## src/rtl/rf_dump_tx.sv

```systemverilog
// Register file debug scanner: walks reg_sel over FIRST_REG..LAST_REG and streams each word MSB first.
// Define RF_DUMP_HDR_EN to prefix every word with a {3'b000, index} header byte.
//
// state | meaning
// IDLE  | waiting for start
// SEL   | reg_sel settling through the register file read mux
// CAP   | snapshot reg_data, present the first byte
// SEND  | byte handshakes on tx_valid/tx_ready
// DONE  | one-cycle done pulse, back to IDLE
module rf_dump_tx #(
   parameter int FIRST_REG = 0,
   parameter int LAST_REG  = 31
) (
   input  logic        clk,
   input  logic        rst,
   input  logic        start,
   output logic        busy,
   output logic        done,
   output logic [4:0]  reg_sel,
   input  logic [31:0] reg_data,
   output logic [7:0]  tx_data,
   output logic        tx_valid,
   input  logic        tx_ready
);

   localparam logic [4:0] FIRST_IDX = 5'(FIRST_REG);
   localparam logic [4:0] LAST_IDX  = 5'(LAST_REG);
`ifdef RF_DUMP_HDR_EN
   localparam logic [2:0] LAST_BYTE = 3'd4;
`else
   localparam logic [2:0] LAST_BYTE = 3'd3;
`endif

   typedef enum logic [2:0] {IDLE, SEL, CAP, SEND, DONE} state_t;

   state_t      state, state_nxt;
   logic [4:0]  idx, idx_nxt;
   logic [2:0]  cnt, cnt_nxt;
   logic [31:0] shadow, shadow_nxt;
   logic [4:0]  reg_sel_nxt;
   logic [7:0]  tx_data_nxt;
   logic        tx_valid_nxt;
   logic        busy_nxt;
   logic        done_nxt;

   function automatic logic [7:0] word_byte(input logic [31:0] word, input logic [2:0] k);
      case (k)
         3'd0:    word_byte = word[31:24];
         3'd1:    word_byte = word[23:16];
         3'd2:    word_byte = word[15:8];
         default: word_byte = word[7:0];
      endcase
   endfunction

   always_ff @(posedge clk or posedge rst) begin
      if (rst) begin
         state    <= IDLE;
         idx      <= 5'd0;
         cnt      <= 3'd0;
         shadow   <= 32'd0;
         reg_sel  <= 5'd0;
         tx_data  <= 8'd0;
         tx_valid <= 1'b0;
         busy     <= 1'b0;
         done     <= 1'b0;
      end else begin
         state    <= state_nxt;
         idx      <= idx_nxt;
         cnt      <= cnt_nxt;
         shadow   <= shadow_nxt;
         reg_sel  <= reg_sel_nxt;
         tx_data  <= tx_data_nxt;
         tx_valid <= tx_valid_nxt;
         busy     <= busy_nxt;
         done     <= done_nxt;
      end
   end

   always_comb begin
      state_nxt    = state;
      idx_nxt      = idx;
      cnt_nxt      = cnt;
      shadow_nxt   = shadow;
      reg_sel_nxt  = reg_sel;
      tx_data_nxt  = tx_data;
      tx_valid_nxt = tx_valid;
      busy_nxt     = busy;
      done_nxt     = 1'b0;

      case (state)
         IDLE: begin
            if (start) begin
               idx_nxt     = FIRST_IDX;
               reg_sel_nxt = FIRST_IDX;
               busy_nxt    = 1'b1;
               state_nxt   = SEL;
            end
         end
         SEL: state_nxt = CAP;
         CAP: begin
            shadow_nxt   = reg_data;
            cnt_nxt      = 3'd0;
`ifdef RF_DUMP_HDR_EN
            tx_data_nxt  = {3'b000, idx};
`else
            tx_data_nxt  = reg_data[31:24];
`endif
            tx_valid_nxt = 1'b1;
            state_nxt    = SEND;
         end
         SEND: begin
            if (tx_valid && tx_ready) begin
               if (cnt < LAST_BYTE) begin
                  cnt_nxt     = cnt + 3'd1;
                  // with a header, counter value n is followed by data byte n-1+1 = n
`ifdef RF_DUMP_HDR_EN
                  tx_data_nxt = word_byte(shadow, cnt);
`else
                  tx_data_nxt = word_byte(shadow, cnt + 3'd1);
`endif
               end else if (idx < LAST_IDX) begin
                  tx_valid_nxt = 1'b0;
                  idx_nxt      = idx + 5'd1;
                  reg_sel_nxt  = idx + 5'd1;
                  state_nxt    = SEL;
               end else begin
                  tx_valid_nxt = 1'b0;
                  busy_nxt     = 1'b0;
                  done_nxt     = 1'b1;
                  reg_sel_nxt  = 5'd0;
                  state_nxt    = DONE;
               end
            end
         end
         DONE: state_nxt = IDLE;
         default: begin
            state_nxt    = IDLE;
            tx_valid_nxt = 1'b0;
            busy_nxt     = 1'b0;
            reg_sel_nxt  = 5'd0;
         end
      endcase
   end

endmodule

```

## config.mk

```make
export PLATFORM = sky130hd
export DESIGN_NAME = rf_dump_tx
export DESIGN_NICKNAME = d
export VERILOG_FILES = /design/src/rtl/rf_dump_tx.sv
export SDC_FILE = /design/constraint.sdc
export NUM_CORES = 1
export LEC_CHECK = 0
export BUFFER_PORTS_ARGS = -buffer_cell sky130_fd_sc_hd__buf_2
export CAP_MARGIN = 10
export CORE_ASPECT_RATIO = 0.6
export CORE_MARGIN = 10
export CORE_UTILIZATION = 55
export DETAILED_ROUTE_END_ITERATION = 10
export GPL_TIMING_DRIVEN = 1
export HOLD_SLACK_MARGIN = 0.1
export PLACE_DENSITY = 0.79
export SETUP_SLACK_MARGIN = 0.5
export SLEW_MARGIN = 10
export SYNTH_ARGS = -nofsm -noshare
export SYNTH_HDL_FRONTEND = slang
export SYNTH_SLANG_ARGS = --single-unit
```

## constraint.sdc

```tcl
create_clock -name clk -period 1.99 [get_ports clk]
set_clock_uncertainty 0.2 [all_clocks]
set_input_delay 0.199 -clock clk [delete_from_list [all_inputs] [get_ports clk]]
set_output_delay 0.199 -clock clk [all_outputs]
set_load 0.01 [all_outputs]
```

* After elaboration in Yosys (flattened, before gate mapping)
Index checks and enable logic that the tools add are counted.
Widths: inputs -> output; s select.
** Operators by class
- Bitwise gates (word level) :: 2
- Mux-type cells :: 33
- Equality and inequality tests :: 12
- Reduce and logical (&&, ||, !) cells :: 13
- $lt $le $gt $ge :: 2
- Add/subtract/negate cells :: 2
** Operators by type and width (number)
- $mux 5 :: 7
- $pmux 8 s3 :: 1
- $mux 3 :: 6
- $mux 8 :: 2
- $pmux 8 s2 :: 1
- $pmux 5 s3 :: 1
- $ne 2x2->1 const B :: 6
- $pmux 3 s4 :: 1
- $mux 1 :: 10
- $pmux 5 s2 :: 1
- $reduce_and 5->1 :: 2
- $eq 3x2->1 const B :: 3
- $reduce_and 3->1 :: 3
- $eq 3x1->1 const B :: 2
- $logic_not 3->1 :: 2
- $pmux 1 s3 :: 2
- $pmux 3 s2 :: 1
- $reduce_or 3->1 :: 2
- $add 5x1->5 const B :: 1
- $lt 5x5->1 const B :: 1
- $reduce_and 4->1 :: 1
- $reduce_bool 2->1 :: 2
- $add 3x1->3 const B :: 1
- $eq 3x3->1 const B :: 1
- 3 further kinds :: 4
** Storage, ports and cells
- Output and inout port bits :: 16
- Logic and storage cells :: 73
- Register bits :: 59

* Depth between registers and ports, before layout
Gate-level depths: netlist of run 1.
- Depth in word-level cells :: 6
- Gate-level depth with buffers :: 8

* Least setup slack after synthesis of run 1
OpenSTA, ideal clock, no wires.
- Path kind :: reg-to-reg
- From :: reg cnt[0]
- To :: reg tx_data[1]
- Arrival time :: 1.493 ns
- Stages on the path, launching flop included :: 9
- Clock period less this slack :: 1.820 ns
- Data required time :: 1.663 ns
- Library setup time :: 0.127 ns
- Path slack :: 0.170 ns
- Cells stage by stage :: dfrtp_1 > inv_1 > ha_1 > buf_1 > nor3_1 > nor2_1 > nand2_1 > o211ai_1 > a21oi_1
** On the way
- Word-level cells in the longest chain between the ends :: 6
- Elaborated cells on any way between the ends :: 11
- Classes of those cells :: add/sub (1); order compare (1); eq/ne (3); mux (4); reduce/logical (2)
** RTL lines
- start: declaration :: RTL line 38 : logic [2:0] cnt, cnt_nxt;
- start signal: assignment :: RTL line 69 : cnt <= cnt_nxt;
- $add 3x1->3 :: RTL line 119 : tx_data_nxt = word_byte(shadow, cnt + 3'd1);
- $eq 3x2->1, or another cell as far along :: RTL line 47 : case (k)
- $pmux 8 s3 :: RTL line 47
- $mux 8 :: RTL line 113 : if (cnt < LAST_BYTE) begin
- $mux 8 :: RTL line 112 : if (tx_valid && tx_ready) begin
- $pmux 8 s2 :: RTL line 90 : case (state)
- end signal: assignment :: RTL line 72 : tx_data <= tx_data_nxt;
- end: declaration :: RTL line 21 : output logic [7:0] tx_data,
Parallel ways exist; a longest one is shown, timed or not. The select of a mux whose other input is x is not followed.
A chain may end at the register's enable or synchronous reset.

* Final worst setup path of run 1
- From :: reg cnt[0]
- To :: reg tx_data[2]
Same word-level chain as after synthesis.

==> results of run 1 <==
[area by class of cell]
cell class / instances / area, um2 / share of cell area, %
multi-input cells: 161 / 1550 / 35.1
flip-flops and latches: 59 / 1490 / 33.6
repair buffers: 127 / 1090 / 24.5
clock buffers: 13 / 159 / 3.59
well taps: 63 / 78.8 / 1.78
clock inverters: 2 / 35.0 / 0.792
inverters: 6 / 26.3 / 0.594
[per-layer routing]
layer | GRT usage (%) | wire, um
met5 | 0 | 0
met3 | 8.73 | 1630
met2 | 36.6 | 5560
met4 | 11.8 | 728
met1 | 28.2 | 4340
[worst max-delay path: stages (launching register included)]
cell      delay (ps)
dfrtp_2          460
buf_6            150
ha_2             210
xor2_4           230
nor2_4           260
o211ai_1         190
a21oi_1          270
[final timing paths]
kind,depth (start not counted),endpoint,slack [ps]
worst min register to register,2,reg_sel[1],310
worst max register to register,6,tx_data[2],-90
worst max-delay path,6,tx_data[2],-90
min in group asynchronous,4,shadow[31],250
worst min-delay path,3,cnt[0],30
max in group asynchronous,4,idx[0],1050
[metrics by stage]
| stage | setup TNS, ps | cells | hold slack (ps) | total power, mW |
|---|---|---|---|---|
| finish | -167 | 431 | 25.3 | 8.10 |
| global route | -320 | 431 | 45.9 | 8.31 |
| CTS | 0 | 421 | 33.0 | 6.81 |
| detailed placement | 0 | 349 | 101 | 5.15 |
| global placement | 0 | 349 | 103 | 5.04 |
| floorplan | 0 | 237 | 98.5 | 4.51 |
[kinds of logic after synthesis]
group / share of synthesized area (%)
AO/OA/AOI/OAI: 15.6
buffers and inverters: 3.63
multiplexers: 13.5
adder cells (fa/ha/maj): 2.27
AND/OR/NAND/NOR: 10.5
flip-flops: 53.5
XOR/XNOR: 0.953
[flip-flops by register name, summed over array words and instances, names as in the netlist]
| signal | flops |
|---|---|
| busy | 1 |
| cnt | 3 |
| done | 1 |
| idx | 5 |
| reg_sel | 5 |
| shadow | 32 |
| state | 3 |
| tx_data | 8 |
| tx_valid | 1 |
[where the power goes]
part	internal [mW]	switching, mW
logic	2.20	2.35
registers	1.80	0.616
clock network	0.639	0.503
total	4.64	3.47
[repair_timing]
action                     CTS  global route
setup endpoints to repair   57            58
gates resized for setup     30            37
hold endpoints to repair   101             1
gates cloned                 4             1
setup buffers               19             9
pin swaps                    8            14
[layout by cell type (no fill, tap or decap), types with 3 or more instances in the layout]
cell type	instances
a222oi_1	8
buf_2	51
or2_4	3
dfrtp_1	50
nand2_4	3
clkbuf_8	11
o21ai_0	4
a21oi_4	3
buf_16	3
a21oi_1	12
dlygate4sd3_1	34
nor2_1	6
buf_4	20
buf_6	14
inv_2	4
mux2_4	33
a21oi_2	4
nand3_1	3
nor2_4	5
dfrtp_2	9
nand2_1	14
o211ai_1	4
o21ai_1	16
nand2_2	3
buf_12	3
==> results.sh, run 1 <==
export IMPL_syn_avg_cell_area_um2=11.6
export IMPL_root_buffer="clkbuf_8"
export IMPL_fin_util_pct=94.0
export IMPL_synth_seq_cells=59
export IMPL_grt_pass1_wl_um=15300
export IMPL_drive_gt1_share_pct=53.8
export IMPL_fill_cells=135
export IMPL_globalplace_congestion=0.879
export IMPL_setup_viol=4
export IMPL_grt_pass1_vias=2789
export IMPL_hp_start="tx_ready"
export IMPL_ant_nets=0
export IMPL_die_w_um=111
export IMPL_hold_viol=0
export IMPL_startpoint="cnt[0]"
export IMPL_grt_max_degree=60
export IMPL_cts_tree="yes"
export IMPL_pwr_density_cell_nw_per_um2=1830
export IMPL_overflow=0
export IMPL_fin_crit_ps=2080
export IMPL_slew_violations=0
export IMPL_ys_top_cells_by_count="59 x dfrtp_1, 32 x mux2_2, 22 x o21ai_0"
export IMPL_cts_buffers=9
export IMPL_rows=19
export IMPL_worstPathMaxFanout=8
export IMPL_track_usage_pct=23.3
export IMPL_ioPinCount=52
export IMPL_synthesis_instances=237
export IMPL_antenna_found_initial=0
export IMPL_n_antenna_cell=0
export IMPL_synth_top_cell_by_area="dfrtp_1"
export IMPL_viasPerCell=6.79
export IMPL_syn_nets=278
export IMPL_routed_via_count=2927
export IMPL_crit_type="reg -> reg"
export IMPL_cts_sinks=59
export IMPL_finalInstanceArea_um2=4430
export IMPL_synth_cell_type_count=41
export IMPL_fin_ws_ps=-86.1
export IMPL_syn2layout_area_growth_pct=60.5
export IMPL_max_slew_margin_pct=65.2
export IMPL_start_util_pct=58.6
export IMPL_failed_checks="negative setup slack"
export IMPL_ys_top_cells_by_area="dfrtp_1 54%, mux2_2 13%, o21ai_0 4.0%, a21oi_1 3.1%, a222oi_1 2.9%"
export IMPL_period_share_pct=104
export IMPL_synth_edf_count=0
export IMPL_postPlaceCellArea_um2=3320
export IMPL_drt_iter0_markers=522
export IMPL_max_freq_ghz=0.482
export IMPL_synth_flop_cell="dfrtp_1"
export IMPL_synth_most_common_cell="dfrtp_1"
export IMPL_async_flop_share_pct=100
export IMPL_cts_path_max_buffers=2
export IMPL_tightest_slew_ps=522
export IMPL_cp_end_kind="register"
export IMPL_clk_pin_slew_ps=70
export IMPL_worstPathArrival_ps=2130
export IMPL_io_buffers=51
export IMPL_r2r_start="cnt[0]"
export IMPL_hp_class="in -> reg"
export IMPL_wl_per_cell_um=28.5
export IMPL_finalNetCount=405
export IMPL_drc=0
export IMPL_status="finished with violations"
export IMPL_cts_hold_buf=34
export IMPL_drt_pass1_iter_count=6
export IMPL_seq_area_frac_synth_pct=53.5
export IMPL_wirelength_um=12300
export IMPL_rsz0062_at_grt="yes"
export IMPL_maxCapViolCount=0
export IMPL_core_area_um2=4710
export IMPL_peakVddDrop_mv=1.09
export IMPL_start_kind="register"
export IMPL_yosys_area_top_type_share_pct=53.5
export IMPL_critPathRequiredTime_ps=2040
export IMPL_die_y_um=74.9
export IMPL_htreeDepth=3
export IMPL_synth_area_um2=2760
export IMPL_place_ws_ps=28.7
export IMPL_worst_skew_pair_late_latency_ps=370
export IMPL_ys_warn_count=0
export IMPL_dieArea_um2=8340
export IMPL_hpwl_um=4670
export IMPL_power_leakage_nw=2.01
Power figures use the tool's default switching activity.
==> inputs of run 2 (changes only) <==
- RECOVER_POWER: unset -> 100
==> run 2 against run 1 <==
Compared with the run above:
- the run still ends with negative setup slack left
- final area decreased by 0.74%
- wire length about the same
- sequential cell count unchanged
- global-route usage unchanged
- combinational power decreased by 0.9%
- hold slack got worse by 8.3 ps
- utilization decreased by 0.69 points
- clock-buffer cell count unchanged
- register-to-register slack about the same
==> results.sh, run 2 (same netlist as run 1, synthesis figures left out) <==
export IMPL_rows=19
export IMPL_p_sw_mw=3.47
export IMPL_postPlaceCellArea_um2=3320
export IMPL_overflow=0
export IMPL_ioPinCount=52
export IMPL_dieArea_um2=8340
export IMPL_drt_pass1_iter_count=6
export IMPL_rsz0062_at_grt="yes"
export IMPL_ant_nets=0
export IMPL_hpwl_um=4670
export IMPL_htreeDepth=3
export IMPL_track_usage_pct=23.3
export IMPL_globalplace_congestion=0.879
export IMPL_wl_per_cell_um=28.4
export IMPL_cts_tree="yes"
export IMPL_worstSetupPathDepth=7
export IMPL_hold_viol=0
export IMPL_start_util_pct=58.6
export IMPL_startpoint="cnt[0]"
export IMPL_critPathRequiredTime_ps=2010
export IMPL_die_y_um=74.9
export IMPL_slowest_stage="dfrtp_2"
export IMPL_holdWs_ps=17.0
export IMPL_peakVddDrop_mv=1.09
export IMPL_hp_class="in -> reg"
export IMPL_worstPathMaxFanout=8
export IMPL_rr_worst_depth=7
export IMPL_setup_viol=3
export IMPL_critPathBufInv=1
export IMPL_pwr_share_comb_pct=55.9
export IMPL_max_freq_ghz=0.482
export IMPL_seq_power_share_pct=29.8
export IMPL_fin_crit_ps=2070
export IMPL_die_w_um=111
export IMPL_viasPerCell=6.81
export IMPL_cp_end_kind="register"
export IMPL_fin_ws_ps=-83.3
export IMPL_critical_path_top_delay_family="flip-flops"
export IMPL_start_kind="register"
export IMPL_grt_max_degree=60
export IMPL_status="finished with violations"
export IMPL_p_sw_share_pct=43.0
export IMPL_worstPathArrival_ps=2100
export IMPL_power_leakage_nw=1.95
export IMPL_crit_path_max_incr_delay_ps=460
export IMPL_path_cells="buf_6 > ha_2 > xor2_4 > nor2_4 > nand2_2 > o211ai_1 > a21oi_1"
export IMPL_maxCapViolCount=0
export IMPL_clockPowerShare_pct=14.3
export IMPL_hp_start="tx_ready"
export IMPL_cts_hold_buf=34
export IMPL_period_share_pct=104
export IMPL_grt_pass1_wl_um=15300
export IMPL_clk_pin_slew_ps=70
export IMPL_io_buffers=51
export IMPL_crit_type="reg -> reg"
export IMPL_drc=0
export IMPL_largest_reg_flops=32
export IMPL_internal_power_mw=4.60
export IMPL_core_area_um2=4710
export IMPL_worst_skew_pair_late_latency_ps=370
export IMPL_drt_iter0_markers=457
export IMPL_grt_pass1_vias=2789
export IMPL_slew_violations=0
export IMPL_final_common_cell="dfrtp_1"
export IMPL_drive_gt1_share_pct=49.5
export IMPL_place_ws_ps=28.7
export IMPL_cts_path_max_buffers=2
export IMPL_r2r_start="cnt[0]"
export IMPL_wirelength_um=12300
export IMPL_root_buffer="clkbuf_8"
export IMPL_whs_path_depth=3
export IMPL_finalNetCount=405
export IMPL_top_register="shadow"
export IMPL_routed_via_count=2933
export IMPL_failed_checks="negative setup slack"
export IMPL_syn2layout_area_growth_pct=59.3
export IMPL_reg_top3="shadow (32), tx_data (8)"
export IMPL_n_antenna_cell=0
export IMPL_cts_buffers=9
export IMPL_final_cell_mix="50 x dfrtp_1, 35 x buf_2, 34 x dlygate4sd3_1"
export IMPL_cts_sinks=59
export IMPL_antenna_found_initial=0
export IMPL_finalInstanceArea_um2=4390
export IMPL_pwr_density_cell_nw_per_um2=1840
export IMPL_tightest_slew_ps=812
export IMPL_max_slew_margin_pct=45.9
[run 2: tightest hold or removal path: cells and delay by family]
family          cells  cell delay [ps]
buf+inv             1              130
compound gates      1              100
simple gates        1              110
[run 2: worst paths after layout]
path / slack, ps / end
setup / recovery: -80 / tx_data[2]
hold / removal: 20 / cnt[0]
min in group asynchronous: 460 / shadow[31]
setup reg to reg: -80 / tx_data[2]
hold reg to reg: 310 / reg_sel[1]
max in group asynchronous: 550 / idx[0]
[run 2: routing by layer]
layer	GRT usage (%)	share of wire, %
met5	0	0
met4	11.8	5.6
met3	8.73	12
met2	36.6	46
met1	28.2	36
[run 2: what timing repair did]
action,CTS,global route
gates cloned,4,1
endpoints found under the hold margin,101,1
endpoints found under the setup margin,57,58
buffers inserted,19,9
pin swaps,8,14
gates resized for setup,30,37
[run 2: power groups by stage]
stage	Clock [mW]	Sequential (mW)	Combinational, mW
global placement	0	2.24	2.81
global route	1.19	2.43	4.66
finish	1.15	2.41	4.51
CTS	1.08	2.26	3.46
detailed placement	0	2.26	2.89
floorplan	0	2.17	2.34
[run 2: cell type report]
class / count / area [um2]
Clock buffer: 13 / 159
Clock inverter: 2 / 35.0
Fill cell: 149 / 314
Inverter: 6 / 26.3
Multi-Input combinational cell: 161 / 1550
Sequential cell: 59 / 1490
Tap cell: 63 / 78.8
Timing Repair Buffer: 127 / 1050
[run 2: through the flow]
step / std cells / util, % / total power, mW / setup TNS (ps)
after detailed placement: 349 / 70.6 / 5.15 / 0
after CTS: 421 / 89.2 / 6.81 / 0
after floorplan: 237 / - / 4.51 / 0
final: 431 / 93.3 / 8.07 / -135
after global routing: 431 / 93.3 / 8.28 / -320
after global placement: 349 / 70.6 / 5.04 / 0
